===== config.mk =====
export PLATFORM = sky130hd
export DESIGN_NAME = gb_reg_write_decoder
export DESIGN_NICKNAME = d
export VERILOG_FILES = /design/src/rtl/gb_reg_write_decoder.sv
export SDC_FILE = /design/constraint.sdc
export NUM_CORES = 1
export LEC_CHECK = 0
export ABC_AREA = 1
export ABC_CLOCK_PERIOD_IN_PS = 2330
export BUFFER_PORTS_ARGS = -buffer_cell sky130_fd_sc_hd__buf_2
export CORE_ASPECT_RATIO = 1.2
export CORE_MARGIN = 1.5
export CORE_UTILIZATION = 30
export CTS_BUF_LIST = sky130_fd_sc_hd__clkbuf_4
export DETAILED_ROUTE_END_ITERATION = 16
export PLACE_DENSITY_LB_ADDON = 0.08
export SKIP_CTS_REPAIR_TIMING = 1
export SYNTH_ARGS = -nofsm -noshare
export SYNTH_HDL_FRONTEND = slang
export SYNTH_SLANG_ARGS = --single-unit
export TNS_END_PERCENT = 30

===== constraint.sdc =====
create_clock -name clk -period 2.33 [get_ports clk]
set_input_delay 0.233 -clock clk [delete_from_list [all_inputs] [get_ports clk]]
set_output_delay 0.233 -clock clk [all_outputs]
set_load 0.02 [all_outputs]

===== src/rtl/gb_reg_write_decoder.sv =====
// UART address/data byte stream to validated Game Boy register writes with an 8-deep FWFT write FIFO.
// Define GB_REG_WRITE_CHECKSUM_EN to use 3-byte frames: addr, data, chk = addr ^ data ^ 8'h5A.
module gb_reg_write_decoder #(
  parameter int         DEPTH          = 8,
  parameter int         TIMEOUT_CYCLES = 120,
  parameter logic [7:0] ADDR_LO        = 8'h10,
  parameter logic [7:0] ADDR_HI        = 8'h3F
) (
  input  logic                     clk,
  input  logic                     rst_n,
  input  logic [7:0]               rx_data,
  input  logic                     rx_received,
  output logic [15:0]              wr_addr,
  output logic [7:0]               wr_data,
  output logic                     wr_valid,
  input  logic                     wr_ready,
  output logic                     overflow,
  output logic [7:0]               frame_err_count,
  output logic [$clog2(DEPTH):0]   fifo_level
);
  localparam int AW = $clog2(DEPTH);
  localparam int LW = AW + 1;
  localparam int TW = $clog2(TIMEOUT_CYCLES + 1);

  localparam logic [1:0] S_ADDR = 2'd0;
  localparam logic [1:0] S_DATA = 2'd1;
`ifdef GB_REG_WRITE_CHECKSUM_EN
  localparam logic [1:0] S_CHK  = 2'd2;
`endif

  logic [1:0]    r_state;
  logic [TW-1:0] r_tmo;
  logic          r_bad;
  logic [7:0]    r_addr;
  logic [7:0]    r_err;
  logic          r_ovf;
  logic [AW-1:0] r_wptr;
  logic [AW-1:0] r_rptr;
  logic [LW-1:0] r_level;
  logic [15:0]   r_mem [DEPTH];
`ifdef GB_REG_WRITE_CHECKSUM_EN
  logic [7:0]    r_data;
`endif

  logic          w_tmo_fire;
  logic          w_addr_phase;
  logic          w_fin;
  logic          w_ok;
  logic [7:0]    w_data_byte;
  logic          w_full;
  logic          w_empty;
  logic          w_pop;
  logic          w_push;
  logic          w_drop;
  logic          w_err;
  logic [15:0]   w_head;

  // A byte that lands on the timeout cycle starts a fresh frame as its address byte.
  always_comb begin
    w_tmo_fire   = (r_state != S_ADDR) && (r_tmo == TW'(TIMEOUT_CYCLES));
    w_addr_phase = rx_received && ((r_state == S_ADDR) || w_tmo_fire);
`ifdef GB_REG_WRITE_CHECKSUM_EN
    w_fin        = rx_received && !w_tmo_fire && (r_state == S_CHK);
    w_ok         = !r_bad && (rx_data == (r_addr ^ r_data ^ 8'h5A));
    w_data_byte  = r_data;
`else
    w_fin        = rx_received && !w_tmo_fire && (r_state == S_DATA);
    w_ok         = !r_bad;
    w_data_byte  = rx_data;
`endif
    w_full       = (r_level == LW'(DEPTH));
    w_empty      = (r_level == '0);
    w_pop        = !w_empty && wr_ready;
    w_push       = w_fin && w_ok && (!w_full || w_pop);
    w_drop       = w_fin && w_ok && w_full && !w_pop;
    w_err        = w_tmo_fire || (w_fin && !w_ok);
    w_head       = r_mem[r_rptr];
  end

  always_ff @(posedge clk or negedge rst_n) begin
    if (!rst_n) begin
      r_state <= S_ADDR;
      r_tmo   <= '0;
      r_bad   <= 1'b0;
      r_err   <= '0;
      r_ovf   <= 1'b0;
      r_wptr  <= '0;
      r_rptr  <= '0;
      r_level <= '0;
    end else begin
      if (w_addr_phase) begin
        r_state <= S_DATA;
        r_bad   <= (rx_data < ADDR_LO) || (rx_data > ADDR_HI);
      end else if (w_tmo_fire) begin
        r_state <= S_ADDR;
      end else if (rx_received) begin
`ifdef GB_REG_WRITE_CHECKSUM_EN
        r_state <= (r_state == S_DATA) ? S_CHK : S_ADDR;
`else
        r_state <= S_ADDR;
`endif
      end

      if (rx_received || w_tmo_fire || (r_state == S_ADDR)) r_tmo <= '0;
      else                                                  r_tmo <= r_tmo + TW'(1);

      if (w_err && (r_err != 8'hFF)) r_err <= r_err + 8'd1;
      if (w_drop)                    r_ovf <= 1'b1;

      if (w_push) r_wptr <= r_wptr + AW'(1);
      if (w_pop)  r_rptr <= r_rptr + AW'(1);
      if (w_push && !w_pop)      r_level <= r_level + LW'(1);
      else if (w_pop && !w_push) r_level <= r_level - LW'(1);
    end
  end

  // Frame bytes and FIFO storage carry no reset; outputs are masked while the FIFO is empty.
  always_ff @(posedge clk) begin
    if (w_addr_phase) r_addr <= rx_data;
`ifdef GB_REG_WRITE_CHECKSUM_EN
    if (rx_received && !w_tmo_fire && (r_state == S_DATA)) r_data <= rx_data;
`endif
    if (w_push) r_mem[r_wptr] <= {r_addr, w_data_byte};
  end

  assign wr_valid        = !w_empty;
  assign wr_addr         = {8'hFF, (w_empty ? 8'h00 : w_head[15:8])};
  assign wr_data         = w_empty ? 8'h00 : w_head[7:0];
  assign overflow        = r_ovf;
  assign frame_err_count = r_err;
  assign fifo_level      = r_level;
endmodule


==> results_dict.tcl, run 1 <==
set metrics [dict create \
    min_path_type "in2async" \
    power_leakage_uw 0.00369 \
    crit_path_start_kind "flop" \
    hpwl_mm 10.6 \
    drc 0 \
    grt_max_degree 33 \
    max_slew_margin_pct 56.3 \
    gp_congestion 0.816 \
    place_area_um2 7950 \
    syn_inst 727 \
    dieArea_um2 25200 \
    min_period_ns 2.32 \
    end_kind "output port" \
    num_rows 62 \
    reg2reg_depth 16 \
    setup_viol_count_final 0 \
    clockBufferDepth 2 \
    grt_pass1_vias 4780 \
    tns_ns 0 \
    p_total_uw 10400 \
    synth_edf_count 136 \
    cp_max_fo 7 \
    min_period_over_period_pct 99.7 \
    overflow 0 \
    worstSetupStartpoint "r_rptr[0]" \
    ioPinCount 50 \
    synth_area_um2 7280 \
    antenna_found_initial 1 \
    worstSkewPairLatency_ns 0.55 \
    ant_nets 0 \
    synth-async-reset-ratio_pct 17.1 \
    cts_root_buf "clkbuf_4" \
    worstMarginPinSlew_ns 0.656 \
    rsz0062_at_grt "yes" \
    power_density_nw_per_um2 1170 \
    vias 4981 \
    ys_warn_count 0 \
    crit_type "reg2out" \
    drive_gt1_share_pct 18.4 \
    synth_ff_type "edfxtp_1" \
    timing.hold.ws_ns 0.217 \
    final_hold_viol_count 0 \
    cts_tree "yes" \
    die-width_um 145 \
    cts_buffers 17 \
    fill_cells 2476 \
    r2r_slack_ns 0.22 \
    synth_cell_types 26 \
    firstDrtPassIters 4 \
    max_freq_ghz 0.431 \
    stdcell_area_um2 8880 \
    ys_seq_area_share_pct 65.7 \
    port-buffer-count 41 \
    post-route-util_pct 37.2 \
    ys_ff_latch 164 \
    syn_to_final_growth_pct 22.0 \
    cap_violations 0 \
    synth_top_cell_by_area "edfxtp_1" \
    cts.clk_slew.worst_paths_ns 0.14 \
    r2r-end "fifo_level[3]" \
    post-synth-top-area-fraction_pct 56.1 \
    synth.area.top_cells "edfxtp_1 56%, dfrtp_1 9.6%, nor2_1 9.6%" \
    fin_skew_ns 0.0161 \
    drt_iter0_drc 199 \
    drv_slew 0 \
    worst_ep_required_time_ns 2.10 \
    arrival_ns 2.09 \
    totalWireLength_mm 17.9 \
    crit_end "wr_data[4]" \
    nets 834 \
    wl_per_cell_um 15.6 \
    viasPerCell 4.34 \
    outcome "finished, final reports clean" \
    core_area_um2 23900 \
    avgSynthCellArea_um2 10.0 \
    cts_htree_levels 4 \
    grt_use_total_pct 14.1 \
    die_y_um 174 \
    ir_drop_mv 0.363 \
    r2r-start "r_tmo[0]" \
    cts.sinks 164 \
    grt_pass1_wl_mm 26.8 \
    initial_core_util_pct 30.5 \
]
[cells in the mapped netlist (all sizes together) (3+ instances only)]
| master | n |
|---|---|
| inv | 61 |
| nand3 | 36 |
| nand4 | 6 |
| nand2 | 171 |
| clkbuf | 6 |
| xor2 | 5 |
| buf | 30 |
| nor2 | 192 |
| edfxtp | 136 |
| xnor2 | 5 |
| ha | 8 |
| nor3 | 3 |
| o21ai | 35 |
| dfrtp | 28 |
[state kept, by name, indices dropped and copies added, names as in the netlist]
signal,count
r_tmo,7
r_mem,128
frame_err_count,8
r_state,1
r_bad,1
r_rptr,3
overflow,1
fifo_level,4
r_wptr,3
r_addr,8
[how the worst min path moves through the flow]
stage / from / end / slack (ns)
after floorplan: rst_n / fifo_level[0] / -0.06
after global placement: rst_n / frame_err_count[1] / 0.31
after detailed placement: rst_n / frame_err_count[1] / 0.32
after CTS: rst_n / r_tmo[0] / -0.34
after global routing: rst_n / r_tmo[0] / 0.22
final: rst_n / frame_err_count[2] / 0.22
[cells by family (layout without fill, tap and decap cells)]
family                     Yosys count  count (layout)  synth area share, %
buffers and inverters               97             189                 6.36
other                                1               9               0.0515
xor gates and xnor gates            10              10                 1.20
and+or+nand+nor                    408             408                 22.4
DFF                                164             164                 65.7
adders and majority gates            9               9                 1.65
AOI/OAI and AO/OA                   38              38                 2.65
[metrics by stage]
stage / instances / setup WS, ns
after floorplan: 734 / 0.0592
after global routing: 1147 / -0.142
after CTS: 1116 / -0.199
after detailed placement: 1084 / 0.111
after global placement: 1084 / 0.134
final: 1147 / 0.00763
[critical path: stages, from the launching register on]
cell and delay [ns]:
dfrtp_4 0.57, buf_6 0.17, clkbuf_16 0.17, nand2_1 0.07, nand2_1 0.05, nand3_1 0.08
nand2_1 0.06, nor2_2 0.22, buf_6 0.15
[area by class of cell]
class | count | area, um^2 | area share (%)
antenna | 1 | 2.50 | 0.0282
inverter | 61 | 233 | 2.62
clock buffer | 18 | 135 | 1.52
tap | 320 | 400 | 4.51
timing repair buffer | 96 | 951 | 10.7
clock inverter | 14 | 209 | 2.35
multi-input combinational | 473 | 2160 | 24.4
sequential | 164 | 4790 | 53.9
[cell usage in the layout (no fill, tap or decap)]
master / count
diode_2: 1
bufinv_16: 5
nor2_1: 160
nand3_1: 35
a21oi_1: 1
o21ai_0: 22
buf_12: 8
fa_1: 1
inv_1: 59
nor2_2: 25
clkinvlp_4: 1
nand3_2: 1
dfrtp_1: 27
dfrtp_4: 1
o21bai_1: 1
buf_2: 29
nand2_2: 1
dlygate4sd3_1: 11
clkbuf_16: 7
a21oi_2: 1
inv_6: 1
inv_2: 1
buf_8: 1
nand2_1: 170
clkinv_4: 4
xnor2_1: 5
xor2_1: 5
edfxtp_1: 136
nand4_1: 6
clkbuf_4: 18
o21ai_1: 13
buf_4: 28
ha_4: 1
nor3_1: 3
nor2_4: 7
conb_1: 8
clkinv_1: 4
buf_6: 12
ha_1: 7
[metal layers]
layer,up-vias,routed length (um),part of all wire (%),track usage [%]
met5,-,0,0,0
met4,0,177,0.99,3.95
met3,11,423,2.4,3.16
met2,68,9210,51,24.6
met1,2389,8100,45,17.6
li1,2513,-,-,-
[power by group]
| group | leakage, uW | internal, uW | switching, uW | total (uW) |
|---|---|---|---|---|
| clock network | 0.000181 | 968 | 1000 | 1970 |
| logic | 0.00191 | 2010 | 2760 | 4770 |
| registers | 0.00159 | 3410 | 253 | 3670 |
(Power assumes the default switching activity.)
==> inputs of run 2 (changes only) <==
- CELL_PAD_IN_SITES_DETAIL_PLACEMENT: unset -> 0
- CELL_PAD_IN_SITES_GLOBAL_PLACEMENT: unset -> 1
==> run 2 against run 1 <==
Effect of this change: maximum frequency grew 1.9%; worst setup slack gained 0.042 ns; first-iteration DRC count shrank 3.5%; combinational power shrank 9.9%; largest cell class unchanged; largest power group unchanged; critical path type unchanged; clock skew grew 0.0011 ns.
==> results_dict.tcl, run 2 (same netlist as run 1, synthesis figures left out) <==
set metrics [dict create \
    outcome "finished, final reports clean" \
    port-buffer-count 41 \
    grt_use_total_pct 14.3 \
    critical_path.cell_chain "buf_12 > clkinvlp_4 > clkbuf_16 > o21ai_0 > nand2_1 > nor2_1 > nor2_1 > buf_2" \
    max_freq_ghz 0.439 \
    layout_commonest_cell "nand2_1" \
    fill_cells 2474 \
    wl_per_cell_um 15.7 \
    syn_to_final_growth_pct 17.7 \
    end_kind "output port" \
    cts.clk_slew.worst_paths_ns 0.13 \
    ir_drop_mv 0.315 \
    setup_viol_count_final 0 \
    gp_congestion 0.729 \
    vias 5013 \
    core_area_um2 23900 \
    final_hold_viol_count 0 \
    power_leakage_uw 0.00355 \
    drt_iter0_drc 192 \
    post-place-ws_ns 0.0379 \
    worstMarginPinSlew_ns 0.707 \
    arrival_ns 2.05 \
    slowest_delay_ns 0.45 \
    fin_skew_ns 0.0172 \
    totalWireLength_mm 17.9 \
    die-width_um 145 \
    ant_nets 0 \
    crit_path_start_kind "flop" \
    stdcell_area_um2 8570 \
    antenna_found_initial 1 \
    cts_htree_levels 4 \
    firstDrtPassIters 4 \
    nets 825 \
    min_path_type "in2reg" \
    grt_pass1_vias 4824 \
    cap_violations 0 \
    regMostFlops "r_mem" \
    initial_core_util_pct 30.5 \
    drv_slew 0 \
    min_period_over_period_pct 97.9 \
    cts.sinks 164 \
    drc 0 \
    cts_buffers 17 \
    min_period_ns 2.28 \
    power_density_nw_per_um2 1130 \
    ioPinCount 50 \
    cp_slowest_cell "dfrtp_4" \
    rsz0062_at_grt "yes" \
    drive_gt1_share_pct 17.7 \
    crit_type "reg2out" \
    clockBufferDepth 2 \
    die_y_um 174 \
    max_slew_margin_pct 52.9 \
    final_cell_mix "168 x nand2_1, 166 x nor2_1, 136 x edfxtp_1, 59 x inv_1, 36 x buf_2" \
    num_rows 62 \
    hpwl_mm 11.0 \
    viasPerCell 4.41 \
    worst_ep_required_time_ns 2.10 \
    largest_reg_flops 128 \
    cts_root_buf "clkbuf_4" \
    cp_max_fo 16 \
    overflow 0 \
    grt_max_degree 38 \
    worstSkewPairLatency_ns 0.56 \
    place_area_um2 7920 \
    worst_slack_ns 0.0501 \
    dieArea_um2 25200 \
    crit_path_frequent_cell "nor2_1" \
    cts_tree "yes" \
    grt_pass1_wl_mm 27.0 \
]
[run 2: changes by cell type in the layout (fill, tap and decap cells not counted), sizes merged]
cell         change
bufinv           -3
clkinvlp         +1
buf              -4
clkbuf           -5
inv              +3
dlygate4sd3      -1
[run 2: through the flow]
| step | cells | hold slack (ns) | power, uW | util [%] | setup TNS (ns) |
|---|---|---|---|---|---|
| floorplan | 734 | -0.0626 | 6300 | - | 0 |
| global placement | 1088 | 0.324 | 7450 | 33.2 | 0 |
| detailed placement | 1088 | 0.329 | 7480 | 33.2 | 0 |
| CTS | 1120 | -0.323 | 9190 | 34.3 | -2.90 |
| global route | 1138 | 0.00806 | 10400 | 35.9 | -0.964 |
| finish | 1138 | 0.0203 | 9650 | 35.9 | 0 |
[run 2: layout make-up]
cell class | instances | area, um^2 | area share [%]
Antenna cell | 1 | 2.50 | 0.0292
Clock buffer | 17 | 128 | 1.49
Clock inverter | 15 | 155 | 1.81
Inverter | 61 | 233 | 2.72
Multi-Input combinational cell | 473 | 2150 | 25.1
Sequential cell | 164 | 4790 | 55.9
Tap cell | 320 | 400 | 4.67
Timing Repair Buffer | 87 | 709 | 8.28
[run 2: worst paths after layout]
kind / startpoint / endpoint / slack [ns] / cells past startpoint
setup reg to reg: r_tmo[1] / fifo_level[3] / 0.20 / 16
max in group asynchronous: rst_n / r_rptr[0] / 1.55 / 2
min in group asynchronous: rst_n / frame_err_count[1] / 0.23 / 2
hold / removal: wr_ready / r_rptr[0] / 0.02 / 3
setup / recovery: r_rptr[0] / wr_data[7] / 0.05 / 8
hold reg to reg: r_tmo[0] / r_tmo[0] / 0.47 / 1
[run 2: power by group]
group | leakage, uW | switching, uW | total [uW] | internal [uW]
combinational | 0.00181 | 2700 | 4300 | 1600
sequential | 0.00159 | 224 | 3640 | 3420
clock | 0.000152 | 1060 | 1710 | 646
total | 0.00355 | 3980 | 9650 | 5670
[run 2: per-layer routing]
metal / wire, um / GRT usage, % / up-vias
met1: 8270 / 18.3 / 2434
met3: 593 / 3.37 / 12
met5: 0 / 0 / -
met2: 8860 / 24.4 / 69
met4: 189 / 3.78 / 0
li1: - / - / 2498
[run 2: critical path: cells and delay by family (launching register included)]
family / cells / cell delay, ns
compound gates: 1 / 0.16
buf+inv: 4 / 0.64
flops: 1 / 0.45
simple gates: 3 / 0.24
